[src/rtl/uart_pkg.sv]
// Shared definitions for the configurable UART receiver: FSM states, legal
// parameter ranges and the parity helper.
package uart_pkg;

    typedef enum logic [2:0] {
        ST_IDLE,
        ST_START,
        ST_DATA,
        ST_PARITY,
        ST_STOP,
        ST_WAIT_IDLE
    } state_t;

    localparam int MIN_CLKS_PER_BIT = 8;
    localparam int MIN_DATA_BITS    = 5;
    localparam int MAX_DATA_BITS    = 9;

    // Expected parity bit for a zero-extended data word.
    function automatic logic parity_calc(input logic [MAX_DATA_BITS-1:0] data,
                                         input logic                     odd);
        return (^data) ^ odd;
    endfunction

endpackage

[src/rtl/uart_rx_cfg_if.sv]
// Serial input and received-frame outputs of the configurable UART receiver.
interface uart_rx_cfg_if #(
    parameter int DATA_BITS = 8
);
    logic                 in_serial_rx;
    logic                 out_dataV;
    logic [DATA_BITS-1:0] out_byte_Rx;
    logic                 out_parity_err;
    logic                 out_frame_err;
    logic                 out_break;

    modport slave (
        input  in_serial_rx,
        output out_dataV, out_byte_Rx, out_parity_err, out_frame_err, out_break
    );

    modport master (
        output in_serial_rx,
        input  out_dataV, out_byte_Rx, out_parity_err, out_frame_err, out_break
    );
endinterface

[src/rtl/uart_bit_sampler.sv]
// Input synchroniser, bit-period counter and 3-sample majority vote.
// o_bit is valid in the cycle o_bit_tick is high (count MID+1).
module uart_bit_sampler
    import uart_pkg::*;
#(
    parameter int CLKS_PER_BIT = 217
) (
    input  logic in_clk,
    input  logic in_rst_n,
    input  logic i_serial,
    input  logic i_run,
    output logic o_rx_s,
    output logic o_bit_tick,
    output logic o_bit_wrap,
    output logic o_bit
);
    localparam int CNT_W = $clog2(CLKS_PER_BIT);
    localparam int MID   = (CLKS_PER_BIT - 1) / 2;
    localparam logic [CNT_W-1:0] CNT_S0   = CNT_W'(MID - 1);
    localparam logic [CNT_W-1:0] CNT_S1   = CNT_W'(MID);
    localparam logic [CNT_W-1:0] CNT_DEC  = CNT_W'(MID + 1);
    localparam logic [CNT_W-1:0] CNT_LAST = CNT_W'(CLKS_PER_BIT - 1);

    generate
        if (CLKS_PER_BIT < MIN_CLKS_PER_BIT) begin : g_bad_clks
            $error("uart_bit_sampler: CLKS_PER_BIT below minimum");
        end
    endgenerate

    logic [1:0]       r_sync;
    logic [CNT_W-1:0] r_cnt;
    logic             r_s0;
    logic             r_s1;
    logic             w_rx_s;

    assign w_rx_s = r_sync[1];

    always_ff @(posedge in_clk or negedge in_rst_n) begin
        if (!in_rst_n) begin
            r_sync <= 2'b11;
            r_cnt  <= '0;
            r_s0   <= 1'b0;
            r_s1   <= 1'b0;
        end else begin
            r_sync <= {r_sync[0], i_serial};
            if (!i_run || r_cnt == CNT_LAST) begin
                r_cnt <= '0;
            end else begin
                r_cnt <= r_cnt + 1'b1;
            end
            if (i_run && r_cnt == CNT_S0) r_s0 <= w_rx_s;
            if (i_run && r_cnt == CNT_S1) r_s1 <= w_rx_s;
        end
    end

    assign o_rx_s     = w_rx_s;
    assign o_bit_tick = i_run && (r_cnt == CNT_DEC);
    assign o_bit_wrap = i_run && (r_cnt == CNT_LAST);
    assign o_bit      = (r_s0 & r_s1) | (r_s0 & w_rx_s) | (r_s1 & w_rx_s);

endmodule

[src/rtl/uart_rx_cfg.sv]
// Configurable UART receiver: frame FSM on top of the bit sampler, with
// parity, frame-error and break reporting registered on the valid pulse.
module uart_rx_cfg
    import uart_pkg::*;
#(
    parameter int CLKS_PER_BIT = 217,
    parameter int DATA_BITS    = 8,
    parameter int PARITY_EN    = 0,
    parameter int PARITY_ODD   = 0,
    parameter int STOP_BITS    = 1
) (
    input logic          in_clk,
    input logic          in_rst_n,
    uart_rx_cfg_if.slave rx_if
);
    localparam int IDX_W = $clog2(MAX_DATA_BITS);
    localparam logic [IDX_W-1:0] LAST_IDX  = IDX_W'(DATA_BITS - 1);
    localparam logic             LAST_STOP = 1'(STOP_BITS - 1);

    generate
        if (DATA_BITS < MIN_DATA_BITS || DATA_BITS > MAX_DATA_BITS ||
            (STOP_BITS != 1 && STOP_BITS != 2)) begin : g_bad_cfg
            $error("uart_rx_cfg: illegal DATA_BITS or STOP_BITS");
        end
    endgenerate

    state_t               r_state;
    logic [IDX_W-1:0]     r_bit_idx;
    logic                 r_stop_idx;
    logic [DATA_BITS-1:0] r_data;
    logic                 r_par_bit;
    logic                 r_stop_err;
    logic                 r_all_zero;
    logic                 r_data_v;
    logic [DATA_BITS-1:0] r_byte;
    logic                 r_parity_err;
    logic                 r_frame_err;
    logic                 r_break;

    logic                     w_run;
    logic                     w_rx_s;
    logic                     w_tick;
    logic                     w_wrap;
    logic                     w_bit;
    logic                     w_parity_err;
    logic [MAX_DATA_BITS-1:0] w_data_ext;

    assign w_run = (r_state != ST_IDLE) && (r_state != ST_WAIT_IDLE);

    uart_bit_sampler #(
        .CLKS_PER_BIT(CLKS_PER_BIT)
    ) u_sampler (
        .in_clk    (in_clk),
        .in_rst_n  (in_rst_n),
        .i_serial  (rx_if.in_serial_rx),
        .i_run     (w_run),
        .o_rx_s    (w_rx_s),
        .o_bit_tick(w_tick),
        .o_bit_wrap(w_wrap),
        .o_bit     (w_bit)
    );

    always_comb begin
        w_data_ext                 = '0;
        w_data_ext[DATA_BITS-1:0]  = r_data;
    end

    assign w_parity_err = (PARITY_EN != 0) &&
                          (parity_calc(w_data_ext, PARITY_ODD != 0) != r_par_bit);

    always_ff @(posedge in_clk or negedge in_rst_n) begin
        if (!in_rst_n) begin
            r_state      <= ST_IDLE;
            r_bit_idx    <= '0;
            r_stop_idx   <= 1'b0;
            r_data       <= '0;
            r_par_bit    <= 1'b0;
            r_stop_err   <= 1'b0;
            r_all_zero   <= 1'b0;
            r_data_v     <= 1'b0;
            r_byte       <= '0;
            r_parity_err <= 1'b0;
            r_frame_err  <= 1'b0;
            r_break      <= 1'b0;
        end else begin
            r_data_v <= 1'b0;
            case (r_state)
                ST_IDLE: begin
                    r_bit_idx  <= '0;
                    r_stop_idx <= 1'b0;
                    r_stop_err <= 1'b0;
                    r_all_zero <= 1'b1;
                    if (!w_rx_s) r_state <= ST_START;
                end
                ST_START: begin
                    if (w_tick && w_bit) begin
                        r_state <= ST_IDLE;
                    end else if (w_wrap) begin
                        r_state <= ST_DATA;
                    end
                end
                ST_DATA: begin
                    // LSB arrives first, so after DATA_BITS shifts it sits at bit 0.
                    if (w_tick) begin
                        r_data <= {w_bit, r_data[DATA_BITS-1:1]};
                        if (w_bit) r_all_zero <= 1'b0;
                    end
                    if (w_wrap) begin
                        if (r_bit_idx == LAST_IDX) begin
                            r_bit_idx <= '0;
                            r_state   <= (PARITY_EN != 0) ? ST_PARITY : ST_STOP;
                        end else begin
                            r_bit_idx <= r_bit_idx + 1'b1;
                        end
                    end
                end
                ST_PARITY: begin
                    if (w_tick) begin
                        r_par_bit <= w_bit;
                        if (w_bit) r_all_zero <= 1'b0;
                    end
                    if (w_wrap) r_state <= ST_STOP;
                end
                ST_STOP: begin
                    if (w_tick) begin
                        if (r_stop_idx == LAST_STOP) begin
                            r_data_v     <= 1'b1;
                            r_byte       <= r_data;
                            r_parity_err <= w_parity_err;
                            r_frame_err  <= r_stop_err | ~w_bit;
                            r_break      <= r_all_zero & ~w_bit;
                            // Leave mid-stop-bit on a good stop to gain resync margin.
                            r_state      <= w_bit ? ST_IDLE : ST_WAIT_IDLE;
                        end else if (!w_bit) begin
                            r_stop_err <= 1'b1;
                        end else begin
                            r_all_zero <= 1'b0;
                        end
                    end
                    if (w_wrap) r_stop_idx <= r_stop_idx + 1'b1;
                end
                ST_WAIT_IDLE: begin
                    if (w_rx_s) r_state <= ST_IDLE;
                end
                default: r_state <= ST_IDLE;
            endcase
        end
    end

    assign rx_if.out_dataV      = r_data_v;
    assign rx_if.out_byte_Rx    = r_byte;
    assign rx_if.out_parity_err = r_parity_err;
    assign rx_if.out_frame_err  = r_frame_err;
    assign rx_if.out_break      = r_break;

endmodule

[src/flat_wrapper.sv]
// flat-port wrapper written by rule: the top's interface ports become plain ports
module uart_rx_cfg_flat import uart_pkg::*;
#(
    parameter int CLKS_PER_BIT = 217,
    parameter int DATA_BITS    = 8,
    parameter int PARITY_EN    = 0,
    parameter int PARITY_ODD   = 0,
    parameter int STOP_BITS    = 1
)
  (in_clk, in_rst_n, rx_if_in_serial_rx, rx_if_out_dataV, rx_if_out_byte_Rx, rx_if_out_parity_err, rx_if_out_frame_err, rx_if_out_break);
  uart_rx_cfg_if #(.DATA_BITS(DATA_BITS)) rx_if_i ();
  input logic in_clk;
  input logic in_rst_n;
  input wire logic [$bits(rx_if_i.in_serial_rx)-1:0] rx_if_in_serial_rx;
  output wire logic [$bits(rx_if_i.out_dataV)-1:0] rx_if_out_dataV;
  output wire logic [$bits(rx_if_i.out_byte_Rx)-1:0] rx_if_out_byte_Rx;
  output wire logic [$bits(rx_if_i.out_parity_err)-1:0] rx_if_out_parity_err;
  output wire logic [$bits(rx_if_i.out_frame_err)-1:0] rx_if_out_frame_err;
  output wire logic [$bits(rx_if_i.out_break)-1:0] rx_if_out_break;
  assign rx_if_i.in_serial_rx = rx_if_in_serial_rx;
  assign rx_if_out_dataV = rx_if_i.out_dataV;
  assign rx_if_out_byte_Rx = rx_if_i.out_byte_Rx;
  assign rx_if_out_parity_err = rx_if_i.out_parity_err;
  assign rx_if_out_frame_err = rx_if_i.out_frame_err;
  assign rx_if_out_break = rx_if_i.out_break;
  uart_rx_cfg #(.CLKS_PER_BIT(CLKS_PER_BIT), .DATA_BITS(DATA_BITS), .PARITY_EN(PARITY_EN), .PARITY_ODD(PARITY_ODD), .STOP_BITS(STOP_BITS)) u_core (.in_clk(in_clk), .in_rst_n(in_rst_n), .rx_if(rx_if_i));
endmodule
[config.mk]
export PLATFORM = sky130hd
export DESIGN_NAME = uart_rx_cfg_flat
export DESIGN_NICKNAME = d
export VERILOG_FILES = /design/src/rtl/uart_pkg.sv /design/src/rtl/uart_rx_cfg_if.sv /design/src/rtl/uart_bit_sampler.sv /design/src/rtl/uart_rx_cfg.sv /design/src/flat_wrapper.sv
export SDC_FILE = /design/constraint.sdc
export NUM_CORES = 1
export LEC_CHECK = 0
export CELL_PAD_IN_SITES_DETAIL_PLACEMENT = 2
export CELL_PAD_IN_SITES_GLOBAL_PLACEMENT = 2
export CORE_ASPECT_RATIO = 0.5
export CORE_UTILIZATION = 27
export CTS_CLUSTER_SIZE = 20
export DETAILED_ROUTE_END_ITERATION = 7
export GPL_ROUTABILITY_DRIVEN = 0
export PLACE_DENSITY_LB_ADDON = 0.1
export SLEW_MARGIN = 10
export SYNTH_ARGS = -nofsm -noshare
export SYNTH_HDL_FRONTEND = slang
export SYNTH_HIERARCHICAL = 1
export SYNTH_SLANG_ARGS = --single-unit
[constraint.sdc]
create_clock -name in_clk -period 2.8 [get_ports in_clk]
set_clock_uncertainty 0.15 [all_clocks]
set_input_delay 0.56 -clock in_clk [delete_from_list [all_inputs] [get_ports in_clk]]
set_output_delay 0.56 -clock in_clk [all_outputs]
set_load 0.03 [all_outputs]
# Word-level counts from Yosys, hierarchy flattened
# Cells that the tools add are included.
# W data, S select, Z words.
[word_totals] in_bits=3 output_inout_bits=12 ff_bits=41
[op_classes] n_reduce_logical=21 bitwise_logic=9 mux=29 addsub=3 eq_ne=23
[op_table] op="$mux W3" count=10
[op_table] op="$eq A8 B7 Y1 const B" count=3
[op_table] op="$pmux W3 S6" count=1
[op_table] op="$ne A2 B2 Y1 const B" count=7
[op_table] op="$mux W1" count=11
[op_table] op="$add A8 B1 Y8 const B" count=1
[op_table] op="$eq A8 B8 Y1 const B" count=1
[op_table] op="$mux W4" count=2
[op_table] op="$mux W8" count=1
[op_table] op="$ne A2 B1 Y1 const B" count=4
[op_table] op="$pmux W4 S2" count=1
[op_table] op="$reduce_and A4 Y1" count=2
[op_table] op="$reduce_and A8 Y1" count=1
[op_table] op="$eq A3 B2 Y1 const B" count=2
[op_table] op="$eq A3 B3 Y1 const B" count=2
[op_table] op="$logic_and A1 B1 Y1" count=6
[op_table] op="$reduce_and A2 Y1" count=3
[op_table] op="$reduce_bool A3 Y1" count=2
[op_table] op="$add A4 B1 Y4 const B" count=1
[op_table] op="$and A1 B1 Y1" count=4
[op_table] op="$eq A4 B3 Y1 const B" count=1
[op_table] op="$pmux W1 S2" count=2
[op_table] op="$reduce_bool A2 Y1" count=2
[op_table] op="$eq A3 B1 Y1 const B" count=1
[op_table] op="other kinds (11)" count=14

# Depth between registers and ports, before layout
# Gate-level depths: netlist (run 1).
[logic_depth] word_depth=7 depth_mapped=10

# Modules after synthesis
# Netlist (run 1), hierarchy kept.
[by_module_without_submodules] mod="uart_rx_cfg" area_per_inst_um2=1330.0 seq_area_each_um2=725.7 n_inst=1 cells_per_inst=111
[by_module_without_submodules] mod="uart_bit_sampler" area_per_inst_um2=621.8 seq_area_each_um2=302.8 n_inst=1 cells_per_inst=55

# Least setup slack after synthesis (run 1)
# No wires, ideal clock.
[synth_path] path_kind="reg2reg" start="register u_core.r_state[2]" end="register u_core.r_byte[0] (netlist: u_core/rx_if.out_byte_Rx[0])" required_time_ps=2525 slack_ps=269 setup_time_ps=125 path_buffers=2 arrival_time_ps=2256 stages_incl_launch_ff=10 synth_period_minus_slack_ps=2531 path_cell_list="dfrtp_1 -> clkbuf_1 -> nand2_1 -> a21o_2 -> nand4bb_1 -> nor3_1 -> nand3b_1 -> nor2_1 -> buf_4 -> mux2_2"
[synth_via] elab_chain_cells=4 word_cells_on_any_way=6
[synth_lines] item="from (decl)" line_no="uart_rx_cfg.sv:27" rtl="state_t r_state;"
[synth_lines] item="from (signal assigned)" line_no="uart_rx_cfg.sv:111" rtl="r_state <= (PARITY_EN != 0) ? ST_PARITY : ST_STOP;"
[synth_lines] item="from (signal assigned)" line_no="uart_rx_cfg.sv:133" rtl="r_state <= w_bit ? ST_IDLE : ST_WAIT_IDLE;"
[synth_lines] item="$ne A3 B3 Y1 or $reduce_bool A3 Y1 (tied branches)" line_no="uart_rx_cfg.sv:48" rtl="assign w_run = (r_state != ST_IDLE) && (r_state != ST_WAIT_IDLE);"
[synth_lines] item="$logic_and A1 B1 Y1 (*)" line_no="uart_rx_cfg.sv:48"
[synth_lines] item="net u_core.w_run" line_no="uart_rx_cfg.sv:40" rtl="logic w_run;"
[synth_lines] item="$logic_and A1 B1 Y1 (*)" line_no="uart_bit_sampler.sv:57" rtl="assign o_bit_tick = i_run && (r_cnt == CNT_DEC);"
[synth_lines] item="net u_core.w_tick" line_no="uart_rx_cfg.sv:42" rtl="logic w_tick;"
[synth_lines] item="$reduce_and A3 Y1 (no source line) (*)"
[synth_lines] item="to (signal assigned)" line_no="uart_rx_cfg.sv:128" rtl="r_byte <= r_data;"
[synth_lines] item="to (decl)" line_no="uart_rx_cfg.sv:35" rtl="logic [DATA_BITS-1:0] r_byte;"
# Mark *: on every way through the listed nets, which the timed path passes. The rest lies on a longest branch.
# A chain may end at the register's enable or synchronous reset.

# Worst setup path in the final report (run 1)
[layout_path] start="register u_core.u_sampler.r_cnt[0]" end="register u_core.r_bit_idx[3]"
[layout_via] elab_chain_cells=4
[layout_lines] item="from (decl)" line_no="uart_bit_sampler.sv:31" rtl="logic [CNT_W-1:0] r_cnt;"
[layout_lines] item="from (signal assigned)" line_no="uart_bit_sampler.sv:49" rtl="r_cnt <= r_cnt + 1'b1;"
[layout_lines] item="$eq A8 B8 Y1" line_no="uart_bit_sampler.sv:58" rtl="assign o_bit_wrap = i_run && (r_cnt == CNT_LAST);"
[layout_lines] item="$logic_and A1 B1 Y1" line_no="uart_bit_sampler.sv:58"
[layout_lines] item="net u_core.w_wrap" line_no="uart_rx_cfg.sv:43" rtl="logic w_wrap;"
[layout_lines] item="$ne A2 B2 Y1 (no source line)"
[layout_lines] item="$reduce_and A2 Y1 (no source line)"
[layout_lines] item="to (signal assigned)" line_no="uart_rx_cfg.sv:113" rtl="r_bit_idx <= r_bit_idx + 1'b1;"
[layout_lines] item="to (decl)" line_no="uart_rx_cfg.sv:28" rtl="logic [IDX_W-1:0] r_bit_idx;"
# The timed path passes the listed nets, and every way through them passes these cells.

==> summary.md, run 1 <==
| Metric | Value |
|---|---|
| Worst R2R Setup Slack | roughly 0.36 ns |
| Most frequent cells in the layout | 39 x dfrtp_1, 19 x mux2_2, 12 x clkdlybuf4s50_1 |
| Clock transition at the registers of the reported paths | ~0.06 ns |
| Status | completed |
| Minimum clock period | around 2.4 ns |
| Layout area overhead | 20.6% |
| CP Capture Type | flop |
| Initial core utilization | 0.286 |
| Vias in the first global route | approximately 1500 |
| Critical Path Start Type | flop |
| Peak supply drop | 172 uV |
| Deepest clock path buffer count | 2 |
| Mapped Area | about 2000 um^2 |
| CTS root buffer | clkbuf_16 |
| Max-cap violations | 0 |
| DRC viols | 0 |
| Warnings from Yosys | 6 |
| Final hold vios | 0 |
| Slowest-stage cell, CP | or4_1 |
| Slew @ Worst Pin | slightly above 0.9 ns |
| Core area | 6830 um^2 |
| Leak | approximately 1.1 nW |
| Die Outline Area | 7590 um^2 |
| Total Routing Usage GR | 0.137 |
| DRT antenna net count | 0 |
| Final Worst Setup Slack | roughly 0.36 ns |
| R2r endpoint | u_core/r_bit_idx[3] |
| CTS Buf Count | 5 |
| Final Slew Violations | 0 |
| Synth Area in Compound Gates | 0.124 |
| Async SR Flop Fraction | 1.00 |
| Starting DRC count in detailed routing | 21 |
| Syn Nets | roughly 170 |
| Post-Synthesis Cells | about 170 |
| Crit path kind | reg -> reg |
| Main combinational cell family by area after synthesis | simple AND/OR/NAND/NOR gates |
| Die width | about 120 um |
| Critical Path Start | u_core/u_sampler/r_cnt[0] |
| Post-synthesis mux area share | 0.110 |
| Crit-path cells | inv_1 > ha_1 > nand4_1 > nor4_1 > and2_1 > nor2b_1 > or2_4 > or4_1 > nand3_1 |
| Detailed Routing Iterations Pass 1 | 4 |
| Grt total ovfl | 0 |
| Post-CTS Setup Bufs | 0 |
| CP max FO | 5 |
| Core Rows | 21 |
| IO Port Bufs | 13 |
| Largest net degree at the start of global routing | 41 |
| Synth Area in Adders | 0.0308 |
| Min-delay src | u_core/u_sampler/r_sync[0] |
| # resized after CTS | 0 |
| Dominant synthesized flop cell | dfrtp_1 |
| CP arrival | between 2 and 3 ns |
| Unrepaired setup endpoints after global routing | no |
| Fin Hold WS | between 0.2 and 0.25 ns |
| Detailed Route WL | between 4 and 5 mm |
| Number of synthesized flops with an enable pin | 0 |
| Post-DP HPWL | 3.26 mm |
| Yosys cell types | 48 |
| Hold path depth | 0 |
| R2R depth | 9 |
| Tot Pwr | 0.00125 W |
| Setup violators final | 0 |
| Share of layout cells above drive strength 1 | 0.258 |
| Hold Buf Count CTS | 0 |
| Total Nets Final | between 150 and 200 |
| Worst min path class | reg -> reg |
| Wire length per cell | approximately 16 um |
| Hold Crit Endpoint | u_core/u_sampler/r_sync[1] |
| Worst slack, placed | around 0.35 ns |
| Fmax | 409 MHz |
| Mapped Avg Cell Area | between 10 and 15 um^2 |
| CTS tree | done |
| Post-DR vias/cell | around 4.8 |
| Post-synthesis simple-gate area fraction | 0.153 |
| Critical Path Max Stage Delay | approximately 0.5 ns |
| Worst r2r src | u_core/u_sampler/r_cnt[0] |
| Initial antenna violation count | 0 |
| DR vias | about 1300 |
| Fillers | 741 |
| CTS H-tree depth | 2 |
| Die height | a little over 60 um |
| Register area share after synthesis | 0.527 |
| Clock sinks | slightly above 40 |
| IO Pins | 15 |
| XOR/XNOR share of the synthesized area | 0.0135 |
| Period utilisation layout | 0.873 |
| Req. time, crit path | ~2.9 ns |
| PwrDens | 530 nW/um^2 |
| Worst slew margin | 0.391 |
| FF+latch count, synth | between 40 and 50 |
| First-pass GRT wire length | 7.75 mm |
| Setup TNS | 0 ns |
| Most common cell after layout, fill and taps aside | dfrtp_1 |
| Later-pin clock latency in the skew report | 0.28 ns |
| Antenna diodes | 0 |
[final cells by class]
type	count	area (um^2)	area share
Sequential cell	41	1030	0.437
Multi-Input combinational cell	111	843	0.358
Timing Repair Buffer	21	185	0.0786
Clock buffer	5	125	0.0531
Tap cell	92	115	0.0489
Clock inverter	2	35.0	0.0149
Inverter	6	22.5	0.00956
[state kept, by name, indices dropped and copies added (netlist names)]
register and count:
u_core/u_sampler/r_s0 1, u_core/u_sampler/r_sync 2, u_core/rx_if.out_byte_Rx 8, u_core/r_state 3, u_core/r_stop_err 1, u_core/r_all_zero 1
u_core/u_sampler/r_s1 1, u_core/r_stop_idx 1, u_core/u_sampler/r_cnt 8, u_core/r_bit_idx 4, u_core/rx_if.out_frame_err 1, u_core/r_data 8
u_core/rx_if.out_break 1, u_core/rx_if.out_dataV 1
[kinds of logic (layout without fill, tap and decap cells)]
logic type,after synthesis,in the layout
AO/OA/AOI/OAI,32,32
XOR/XNOR,3,3
adder cells (fa/ha/maj),5,5
buffers and inverters,14,34
flip-flops,41,41
multiplexers,19,19
other,1,1
AND/OR/NAND/NOR,51,51
[synthesized netlist by cell type, types with 3 or more instances]
library cell | n | share of area
a21o_1 | 3 | 0.012
nand2_1 | 10 | 0.019
dfrtp_1 | 39 | 0.50
nor2_1 | 9 | 0.017
nor2b_1 | 3 | 0.0096
nand3_1 | 6 | 0.015
buf_4 | 3 | 0.012
nor3_1 | 4 | 0.010
o21ai_0 | 9 | 0.023
or3_1 | 3 | 0.0096
ha_1 | 4 | 0.026
a31oi_1 | 4 | 0.013
mux2_2 | 19 | 0.11
inv_1 | 6 | 0.012
[power by group]
part | leakage (nW) | internal [W] | switching, W | total (W)
clock network | 0.0797 | 0.000413 | 0.000220 | 0.000633
logic | 0.430 | 0.00000382 | 0.0000151 | 0.0000189
registers | 0.546 | 0.000595 | 0.00000146 | 0.000597
total | 1.06 | 0.00101 | 0.000237 | 0.00125
[worst max path at each step]
stage | cells past startpoint | endpoint
after floorplan | 9 | u_core/rx_if.out_byte_Rx[0]
after global placement | 9 | u_core/r_bit_idx[3]
after detailed placement | 9 | u_core/r_bit_idx[3]
after CTS | 9 | u_core/r_bit_idx[3]
after global routing | 9 | u_core/r_bit_idx[3]
final | 9 | u_core/r_bit_idx[3]
[critical path, delay by kind of cell, from the launching register on]
family | cells | cell delay, ns
and+or+nand+nor | 7 | 1.54
buffers and inverters | 1 | 0.08
adders and majority gates | 1 | 0.17
DFF | 1 | 0.44
[metrics by stage]
stage,cells,util,cell area [um^2]
4_1_cts,278,0.345,2350
3_5_place_dp,271,0.321,2190
2_1_floorplan,166,-,1950
5_1_grt,278,0.345,2350
3_3_place_gp,271,0.321,2190
6_report,278,0.345,2350
[layer usage]
| layer | part of all wire | routed length, um | up-vias | global-route usage |
|---|---|---|---|---|
| met5 | 0 | 0 | - | 0 |
| met4 | 0.0093 | 42 | 0 | 0.0412 |
| met3 | 0.031 | 141 | 5 | 0.0414 |
| met2 | 0.44 | 1980 | 12 | 0.204 |
| met1 | 0.52 | 2340 | 697 | 0.190 |
| li1 | - | - | 632 | - |
No activity file was read; power rests on OpenSTA's default activity.
==> run 2: changes to the inputs <==
- PLACE_DENSITY: default -> 0.59
- PLACE_DENSITY_LB_ADDON: 0.1 -> default
==> summary.md, run 2 (synthesis gave the netlist of run 1 again) <==
| Metric | Value |
|---|---|
| Final hold vios | 0 (unchanged) |
| Final Slew Violations | 0 (unchanged) |
| Core Rows | 21 (unchanged) |
| Worst slew margin | 0.364 (-0.0271) |
| Share of layout cells above drive strength 1 | 0.255 (-0.00263) |
| R2r endpoint | u_core/rx_if.out_byte_Rx[3] |
| Most common cell after layout, fill and taps aside | dfrtp_1 |
| Initial antenna violation count | 0 (unchanged) |
| Wire length per cell | 15.7 um (-3.0%) |
| CP Capture Type | flop |
| Later-pin clock latency in the skew report | 0.28 ns (about the same) |
| Crit path to | u_core/rx_if.out_byte_Rx[3] |
| Most frequent cells in the layout | 39 x dfrtp_1, 19 x mux2_2, 12 x clkdlybuf4s50_1 |
| Min-delay src | u_core/u_sampler/r_sync[0] |
| CTS H-tree depth | 2 (unchanged) |
| Die Outline Area | 7590 um^2 (unchanged) |
| CTS root buffer | clkbuf_16 |
| Fmax | 392 MHz (-4.2%) |
| CP arrival | 2.57 ns (+0.06 ns) |
| Critical Path Start Type | flop |
| Critical Path Start | u_core/r_state[0] |
| Setup violators final | 0 (unchanged) |
| Initial core utilization | 0.286 (unchanged) |
| Total Routing Usage GR | 0.127 (-0.00995) |
| Vias in the first global route | 1427 (-3.0%) |
| IO Port Bufs | 13 (unchanged) |
| Starting DRC count in detailed routing | 39 (+86%) |
| Clock sinks | 41 (unchanged) |
| DRT antenna net count | 0 (unchanged) |
| Slew @ Worst Pin | 0.953 ns (+0.0406 ns) |
| Final core occ | 0.347 (+0.00238) |
| IO Pins | 15 (unchanged) |
| R2R depth | 8 (-1) |
| DR vias | 1317 (-2.2%) |
| Worst r2r src | u_core/r_state[0] |
| Max-cap violations | 0 (unchanged) |
| Post-DR vias/cell | 4.77 (-1.4%) |
| Detailed Route WL | 4.34 mm (-3.7%) |
| Minimum clock period | 2.55 ns (+0.107 ns) |
| PwrDens | 580 nW/um^2 (+9.3%) |
| Req. time, crit path | 2.82 ns (-0.05 ns) |
| Unrepaired setup endpoints after global routing | no |
| Setup TNS | 0 ns (unchanged) |
| Deepest clock path buffer count | 2 (unchanged) |
| Total Nets Final | 190 (-1.6%) |
| Period utilisation layout | 0.911 (+0.0382) |
| First-pass GRT wire length | 7.45 mm (-3.8%) |
| Antenna diodes | 0 (unchanged) |
| CP max FO | 11 (+6) |
| Clock transition at the registers of the reported paths | 0.06 ns (about the same) |
| Largest net degree at the start of global routing | 42 (+2.4%) |
| Die width | 122 um (unchanged) |
| Worst min path class | reg -> reg |
| Core area | 6830 um^2 (unchanged) |
| Detailed Routing Iterations Pass 1 | 4 (unchanged) |
| Post-DP HPWL | 3.02 mm (-7.4%) |
| Worst R2R Setup Slack | 0.25 ns (-0.11 ns) |
| Leak | 1.06 nW (+0.16%) |
| Post-CTS Setup Bufs | 0 (unchanged) |
| DRC viols | 0 (unchanged) |
| Crit path kind | reg -> reg |
| Die height | 62.1 um (unchanged) |
| Grt total ovfl | 0 (unchanged) |
| CTS Buf Count | 5 (unchanged) |
| Layout area overhead | 21.5% |
| Status | completed |
| Peak supply drop | 278 uV (+62%) |
| CTS tree | done |
run 2: through the flow:
stage	setup slack, ns	power [W]	hold WS [ns]	instance area (um^2)	cells
after floorplan	0.269	0.000612	0.114	1950	166
final	0.250	0.00138	0.206	2370	276
after CTS	0.150	0.00140	0.208	2370	276
after detailed placement	0.216	0.000627	0.198	2170	268
after global routing	0.0619	0.00142	0.218	2370	276
after global placement	0.324	0.000626	0.195	2170	268
run 2: power by group:
part / switching, W / total (W) / leakage [nW] / internal (W)
logic: 0.0000147 / 0.0000176 / 0.417 / 0.00000292
registers: 0.00000139 / 0.000596 / 0.546 / 0.000595
clock network: 0.000247 / 0.000761 / 0.0944 / 0.000514
run 2: worst max-delay path: stages, from the launching register on:
cell and delay (ns):
dfrtp_1 0.51, or2_4 0.20, a21o_2 0.17, nand4bb_1 0.20, nor3_2 0.28, nand3b_1 0.20
nor2_1 0.16, buf_4 0.21, mux2_2 0.35
run 2: cell type report:
cell class / instances / area [um^2]
fillers: 725 / 4460
flip-flops and latches: 41 / 1030
multi-input cells: 111 / 848
repair buffers: 18 / 163
clock buffers: 5 / 125
well taps: 92 / 115
clock inverters: 3 / 68.8
inverters: 6 / 22.5
run 2: repair_timing:
action | in CTS | in global routing
hold buffers | 0 | 0
endpoints found under the setup margin | 0 | 8
gates resized for setup | 0 | 1
run 2: worst min-delay path by stage:
stage	to	slack, ns	cells past startpoint
after CTS	u_core/u_sampler/r_sync[1]	0.21	0
after global routing	u_core/u_sampler/r_sync[1]	0.22	0
after floorplan	u_core/r_all_zero	0.11	0
after global placement	u_core/u_sampler/r_sync[1]	0.20	0
after detailed placement	u_core/u_sampler/r_sync[1]	0.20	0
final	u_core/u_sampler/r_sync[1]	0.21	0
run 2: metal layers:
metal,wire (um),share of wire,track usage,vias up
met5,0,0,0,-
met4,18,0.0042,0.0274,0
met3,106,0.024,0.0331,3
met2,2040,0.47,0.203,12
met1,2170,0.50,0.172,675
li1,-,-,-,627
